[config.mk]
export PLATFORM = sky130hd
export DESIGN_NAME = wb8_master_arbiter
export DESIGN_NICKNAME = d
export VERILOG_FILES = /design/src/rtl/wb8_pkg.sv /design/src/rtl/wb8_watchdog.sv /design/src/rtl/wb8_master_arbiter.sv
export SDC_FILE = /design/constraint.sdc
export NUM_CORES = 1
export LEC_CHECK = 0
export CAP_MARGIN = 20
export CORE_ASPECT_RATIO = 1.25
export CORE_MARGIN = 4
export CORE_UTILIZATION = 25
export CTS_CLUSTER_DIAMETER = 120
export DETAILED_ROUTE_END_ITERATION = 8
export HOLD_SLACK_MARGIN = 0.08
export PLACE_DENSITY = 0.91
export SETUP_SLACK_MARGIN = 0.3
export SLEW_MARGIN = 20
export SYNTH_ARGS = -nofsm -noshare
export SYNTH_HDL_FRONTEND = slang
export SYNTH_SLANG_ARGS = --single-unit
[constraint.sdc]
create_clock -name I_wb_clk -period 2.2 [get_ports I_wb_clk]
set_clock_uncertainty 0.1 [all_clocks]
set_input_delay 0.22 -clock I_wb_clk [delete_from_list [all_inputs] [get_ports I_wb_clk]]
set_output_delay 0.22 -clock I_wb_clk [all_outputs]
set_load 0.005 [all_outputs]
[src/rtl/wb8_pkg.sv]
// Shared constants for the 8-bit Wishbone bus blocks: grant encodings and
// the read data returned on a watchdog-terminated access.
package wb8_pkg;

  localparam logic [1:0] GNT_IDLE = 2'd0;
  localparam logic [1:0] GNT_M0   = 2'd1;
  localparam logic [1:0] GNT_M1   = 2'd2;

  localparam logic [7:0] WB8_ERR_DATA = 8'hFF;

endpackage

[src/rtl/wb8_watchdog.sv]
// Bus watchdog: counts strobed cycles without an ack and emits a one-cycle
// terminate pulse after TIMEOUT cycles, plus a sticky flag cleared by reset.
module wb8_watchdog #(
  parameter int TIMEOUT = 255
) (
  input  logic clk,
  input  logic reset_n,
  input  logic stb,
  input  logic ack,
  input  logic clear,
  output logic terminate,
  output logic timeout_flag
);

  localparam int CW = $clog2(TIMEOUT + 1);
  localparam logic [CW-1:0] CNT_LAST = CW'(TIMEOUT - 1);

  logic [CW-1:0] cnt;
  logic          expire;

  // An ack or grant change in the final counting cycle wins over expiry.
  assign expire = stb && !ack && !clear && (cnt == CNT_LAST);

  always_ff @(posedge clk) begin
    if (!reset_n) begin
      cnt          <= '0;
      terminate    <= 1'b0;
      timeout_flag <= 1'b0;
    end else begin
      terminate <= expire;
      if (expire)
        timeout_flag <= 1'b1;
      if (clear || ack || !stb || expire)
        cnt <= '0;
      else
        cnt <= cnt + CW'(1);
    end
  end

endmodule

[src/rtl/wb8_master_arbiter.sv]
// Round-robin two-master arbiter for the 8-bit Wishbone bus with a watchdog
// that terminates unacknowledged accesses with an error.
module wb8_master_arbiter
  import wb8_pkg::*;
#(
  parameter int TIMEOUT = 255,
  parameter int ADRBITS = 32
) (
  input  logic               I_wb_clk,
  input  logic               I_reset_n,
  input  logic               I_m0_cyc,
  input  logic               I_m0_stb,
  input  logic               I_m0_we,
  input  logic [ADRBITS-1:0] I_m0_adr,
  input  logic [7:0]         I_m0_dat,
  output logic [7:0]         O_m0_dat,
  output logic               O_m0_ack,
  output logic               O_m0_stall,
  output logic               O_m0_err,
  input  logic               I_m1_cyc,
  input  logic               I_m1_stb,
  input  logic               I_m1_we,
  input  logic [ADRBITS-1:0] I_m1_adr,
  input  logic [7:0]         I_m1_dat,
  output logic [7:0]         O_m1_dat,
  output logic               O_m1_ack,
  output logic               O_m1_stall,
  output logic               O_m1_err,
  output logic               O_s_cyc,
  output logic               O_s_stb,
  output logic               O_s_we,
  output logic [ADRBITS-1:0] O_s_adr,
  output logic [7:0]         O_s_dat,
  input  logic [7:0]         I_s_dat,
  input  logic               I_s_ack,
  input  logic               I_s_stall,
  output logic               O_timeout_flag,
  output logic [1:0]         dbg_grant
);

  // Handshake: a master owns the slave bus while granted and its cyc is high;
  // ack/stall/dat pass straight through, a non-granted requester sees stall=1.
  logic [1:0] grant;
  logic [1:0] grant_nxt;
  logic       last;
  logic       sel0;
  logic       sel1;
  logic       stb_raw;
  logic       wd_term;
  logic       wd_clear;

  always_comb begin
    grant_nxt = grant;
    case (grant)
      GNT_M0: if (!I_m0_cyc) grant_nxt = I_m1_cyc ? GNT_M1 : GNT_IDLE;
      GNT_M1: if (!I_m1_cyc) grant_nxt = I_m0_cyc ? GNT_M0 : GNT_IDLE;
      default: begin
        if (I_m0_cyc && I_m1_cyc) grant_nxt = last ? GNT_M0 : GNT_M1;
        else if (I_m0_cyc)        grant_nxt = GNT_M0;
        else if (I_m1_cyc)        grant_nxt = GNT_M1;
        else                      grant_nxt = GNT_IDLE;
      end
    endcase
  end

  always_ff @(posedge I_wb_clk) begin
    if (!I_reset_n) begin
      grant <= GNT_IDLE;
      last  <= 1'b1;
    end else begin
      grant <= grant_nxt;
      if (grant_nxt == GNT_M0) last <= 1'b0;
      else if (grant_nxt == GNT_M1) last <= 1'b1;
    end
  end

  assign sel0      = (grant == GNT_M0);
  assign sel1      = (grant == GNT_M1);
  assign dbg_grant = grant;
  assign wd_clear  = (grant_nxt != grant);

  always_comb begin
    O_s_cyc = 1'b0;
    stb_raw = 1'b0;
    O_s_we  = 1'b0;
    O_s_adr = '0;
    O_s_dat = 8'h00;
    if (sel0) begin
      O_s_cyc = I_m0_cyc;
      stb_raw = I_m0_stb;
      O_s_we  = I_m0_we;
      O_s_adr = I_m0_adr;
      O_s_dat = I_m0_dat;
    end else if (sel1) begin
      O_s_cyc = I_m1_cyc;
      stb_raw = I_m1_stb;
      O_s_we  = I_m1_we;
      O_s_adr = I_m1_adr;
      O_s_dat = I_m1_dat;
    end
  end

  // The termination cycle withdraws the strobe so the slave sees no access.
  assign O_s_stb = stb_raw & ~wd_term;

  assign O_m0_dat   = sel0 ? (wd_term ? WB8_ERR_DATA : I_s_dat) : 8'h00;
  assign O_m0_ack   = sel0 & (I_s_ack | wd_term);
  assign O_m0_err   = sel0 & wd_term;
  assign O_m0_stall = sel0 ? (I_s_stall & ~wd_term) : I_m0_cyc;

  assign O_m1_dat   = sel1 ? (wd_term ? WB8_ERR_DATA : I_s_dat) : 8'h00;
  assign O_m1_ack   = sel1 & (I_s_ack | wd_term);
  assign O_m1_err   = sel1 & wd_term;
  assign O_m1_stall = sel1 ? (I_s_stall & ~wd_term) : I_m1_cyc;

  wb8_watchdog #(.TIMEOUT(TIMEOUT)) u_watchdog (
    .clk          (I_wb_clk),
    .reset_n      (I_reset_n),
    .stb          (O_s_stb),
    .ack          (I_s_ack),
    .clear        (wd_clear),
    .terminate    (wd_term),
    .timeout_flag (O_timeout_flag)
  );

endmodule

# == Word level (Yosys, flattened, before mapping) ==
# Cells that the tools add are included.
# Widths: inputs -> output; s select.
# totals
regBits,13
input_bits,98
out_inout_bits,68
# classes
n_addsub,1
n_eq_ne,6
n_mux,25
bitwise,9
reduce_logical,12
# ops
cell,count
$mux 32,2
$mux 8,5
$mux 2,6
$mux 1,11
$add 8x1->8 const B,1
$eq 8x8->1 const B,1
$and 1x1->1,6
$eq 2x1->1 const B,2
$eq 2x2->1 const B,2
$logic_and 1x1->1,4
$pmux 2 s2,1
$logic_not 1->1,3
$logic_or 1x1->1,3
$ne 2x2->1,1
$not 1->1,2
$reduce_bool 2->1,1
$reduce_or 2->1,1
$or 1x1->1,1

# == Logic depth before layout (Yosys ltp) ==
# depth
word_depth,10
depth_mapped,10

# == By module ==
# From an unflattened synthesis, not the netlist that was laid out.
# unflattened
cells_unflattened,171
area_unflattened_um2,1426.4
# modules_own_cells
module,instances,cells_each,area_each_um2,seq_area_each_um2
wb8_master_arbiter,1,124,967.2,60.1
wb8_watchdog,1,47,459.2,200.2

# == Worst setup path after synthesis ==
# Ideal clock, no wire load.
# synth_timing
path_kind,register to register
start,"reg grant[0], in the netlist dbg_grant[0]"
end,reg last
t_arrival_ps,1930
setup_slack_ps,55
stages_incl_launch_ff,9
n_path_buf,0
path_cell_list,dfxtp_1 -> inv_1 -> ha_1 -> o21ba_4 -> o21a_1 -> nor2_1 -> ha_1 -> mux2i_1 -> nand2_1
# synth_via
elab_chain_len,4
elab_cells_between_ends,9
# synth_lines
element,line_no,source
start: declaration,wb8_master_arbiter.sv:43,logic [1:0] grant;
start signal: assignment,wb8_master_arbiter.sv:71,grant <= grant_nxt;
$eq 2x2->1 (tied with other cells),wb8_master_arbiter.sv:54,case (grant)
$pmux 2 s2 (*),wb8_master_arbiter.sv:54,
$eq 2x1->1 or $eq 2x2->1 (tied branches),"wb8_master_arbiter.sv:72, wb8_master_arbiter.sv:73",
$mux 1 or $reduce_bool 2->1 (tied branches),--,
end signal: assignment,wb8_master_arbiter.sv:69,last <= 1'b1;
end signal: assignment,wb8_master_arbiter.sv:72,if (grant_nxt == GNT_M0) last <= 1'b0;
end signal: assignment,wb8_master_arbiter.sv:73,else if (grant_nxt == GNT_M1) last <= 1'b1;
end: declaration,wb8_master_arbiter.sv:45,logic last;
# Every way passes the cells marked *; elsewhere a longest branch is shown, timed or not.
# A chain may end at the register's enable or synchronous reset.

# == Final worst setup path ==
# layout_timing
start,"reg grant[0], in the netlist dbg_grant[0]"
end,out O_s_adr[31]
# layout_via
elab_chain_len,3
elab_cells_between_ends,4
# layout_lines
element,line_no,source
$eq 2x2->1,wb8_master_arbiter.sv:78,assign sel1 = (grant == GNT_M1);
$mux 32,wb8_master_arbiter.sv:94,end else if (sel1) begin
$mux 32 (*),wb8_master_arbiter.sv:88,if (sel0) begin
end: declaration,wb8_master_arbiter.sv:32,"output logic [ADRBITS-1:0] O_s_adr,"
# Marks and branches as above.

==> results.txt <==
core area: 0.00544 mm^2
grt ovf: 0
Fin Setup TNS: 0 ns
CTS tree: yes
Clock Latency Late Sink: 0.24 ns
hold violation total from the final report: 0
CTS H-Tree Depth: 1
synth unique cells: 39
largest family of logic cells by synthesized area: compound AO/OA/AOI/OAI gates
Synth Area in Compound Gates: 0.433
CTS buffer count: 3
xor/xnor share of the synthesized area: 0.0371
busiest grt layer: met2
status: complete, no violations
io pins: 166
routability cong.: 0.908
WP buf/inv: 6
Fmax: 477 MHz
Max Cap Violations: 0
GRT Total Usage: 0.223
Clock transition at path regs: 0.05 ns
Yosys top cell area share: 0.254
CTS max path bufs: 2
RSZ-0062 raised after global routing: true
Worst slew margin: 0.524
most common cell after layout, fill and taps aside: clkdlybuf4s50_1
net count after synthesis: 266
antenna-violating nets left: 0
Final Core Density: 0.672
via count: 2162
die area: 0.00694 mm^2
HP Class: reg -> reg
clk root buf: clkbuf_8
commonest non-fill, non-tap cells in the layout: clkdlybuf4s50_1, a22o_1, buf_2, o21a_1, buf_6
Via density: 5.18
Detailed Route WL: 8490 um
PortBufs: 165
critical path capture point type: output port
met2 usage in global routing: 0.371
Worst Max-Slew Pin Slew: 0.714 ns
Final Net Count: 458
CP peak stage delay: 0.38 ns
Chip Height: 92.1 um
drt wl/cell: 20.4 um
Data required, critical path: 1.88 ns
Data arrival, critical path: 1.78 ns
synth top area cells: a22o_1, dfxtp_1, o21a_1
Area Overhead vs Synth: 158%
Pins Over Slew Limit: 0
first-pass GRT wire length: 11900 um
vias in the first global route: 2258
Crit path max-delay family: buffers and inverters
initial antenna violation count: 0
largest net degree at the start of global routing: 22
Die X: 75.3 um
initial drt markers: 76
Final min period: 2.10 ns
register area share after synthesis: 0.184
DR pass1 iterations: 4
Starting Density: 0.260
mux cell area share after synthesis: 0.0230
Placed Area: 0.00318 mm^2
synthesized area per cell: 8.74 um^2
GR Util met3: 0.0658
Setup violations, final: 0
Yosys reg bits: 13
Site Rows: 30
clock sink total: 13
Cells after DPL: 384
CP Max Fanout: 5
worst setup path category: reg -> out
Post-Synth Adder-Cell Area: 0.0531
Mapped Area: 0.00142 mm^2
type of origin of the critical path: flop
final cell count without fillers: 417
share of cells above drive strength 1: 0.331
crit-path cells: inv_4 -> ha_4 -> nor2b_4 -> buf_12 -> buf_6 -> buf_12 -> buf_6 -> a22o_1 -> buf_2
final instance area: 0.00366 mm^2
Syn Inst Count: 162
Final HPWL DP: 6140 um
final period utilization: 0.953
Hold Slack: 0.401 ns
Yosys warnings: 0
LEAKAGE: 1.71 nW
Synth area leader: a22o_1
Pwr Density: 342 mW/mm^2
M1 GR Usage: 0.278
slowest cell on the critical path: dfxtp_4
worst vdd ir: 461 uV
drc violations: 0
Post-Synth Simple-Gate Area: 0.202
Antenna Diode Count: 0
final cells by class:
type | instances | area (um^2)
clock buffers | 4 | 45.0
fillers | 417 | 1790
inverters | 5 | 23.8
multi-input cells | 130 | 1260
flip-flops and latches | 13 | 268
well taps | 64 | 80.1
repair buffers | 201 | 1980
tightest hold or removal path: stages (launching register included):
cell and delay [ns]:
dfxtp_1 0.34, mux2i_1 0.08, nand2_1 0.05
worst paths after layout:
check	slack, ns	endpoint	depth (start not counted)	from
max	0.10	O_s_adr[31]	9	dbg_grant[0]
min	0.40	last	2	last
max reg2reg	0.20	u_watchdog.timeout_flag	11	dbg_grant[1]
min reg2reg	0.40	last	2	last
cells in the mapped netlist (all sizes together):
cell,instances
nor4,8
xnor2,3
ha,6
clkbuf,9
and3,1
o21ba,1
nor4bb,1
a22oi,1
nand4,1
nor3,3
o21a,19
nand4bb,1
mux2i,1
a21o,1
nand3,5
nor2,2
nor2b,3
buf,6
nand2,9
dfxtp,13
a22o,41
a21oi,2
o31ai,1
xor2,3
o211ai,1
o21ai,3
mux2,2
and2,3
nor3b,1
nand3b,2
nor4b,1
inv,5
and2b,2
o32ai,1
cell families after synthesis:
logic type,Yosys count
AOI/OAI and AO/OA,71
xor gates and xnor gates,6
adders and majority gates,6
buffers and inverters,20
DFF,13
muxes,3
and+or+nand+nor,43
timing repair:
action | CTS | global route
hold buffers | 0 | 0
cloned | 6 | 0
pin swaps | 13 | 5
gates resized for setup | 198 | 39
endpoints found under the setup margin | 76 | 65
buffers inserted | 19 | 4
registers in the layout, summed over array words and instances, names as in the netlist:
signal	cells
u_watchdog.cnt	8
u_watchdog.timeout_flag	1
dbg_grant	2
u_watchdog.terminate	1
last	1
metal layers:
| metal | vias to the layer above | share of wire |
|---|---|---|
| met2 | 121 | 0.46 |
| met3 | 12 | 0.12 |
| met5 | - | 0 |
| met4 | 0 | 0.017 |
| met1 | 1005 | 0.40 |
| li1 | 1024 | - |
per-stage QoR:
step	setup slack, ns	total power, W
floorplan	0.313	0.000490
global placement	0.132	0.000916
detailed placement	0.0624	0.000922
CTS	0.0847	0.00121
global route	0.0460	0.00131
finish	0.102	0.00125
where the power goes:
part           internal (W)  leakage [nW]  total (W)  switching (W)
Sequential         0.000242         0.107   0.000250     0.00000835
Combinational      0.000489          1.58   0.000784       0.000295
Clock              0.000128        0.0228   0.000217      0.0000889
Note: power is estimated with default switching activity, not from simulation.
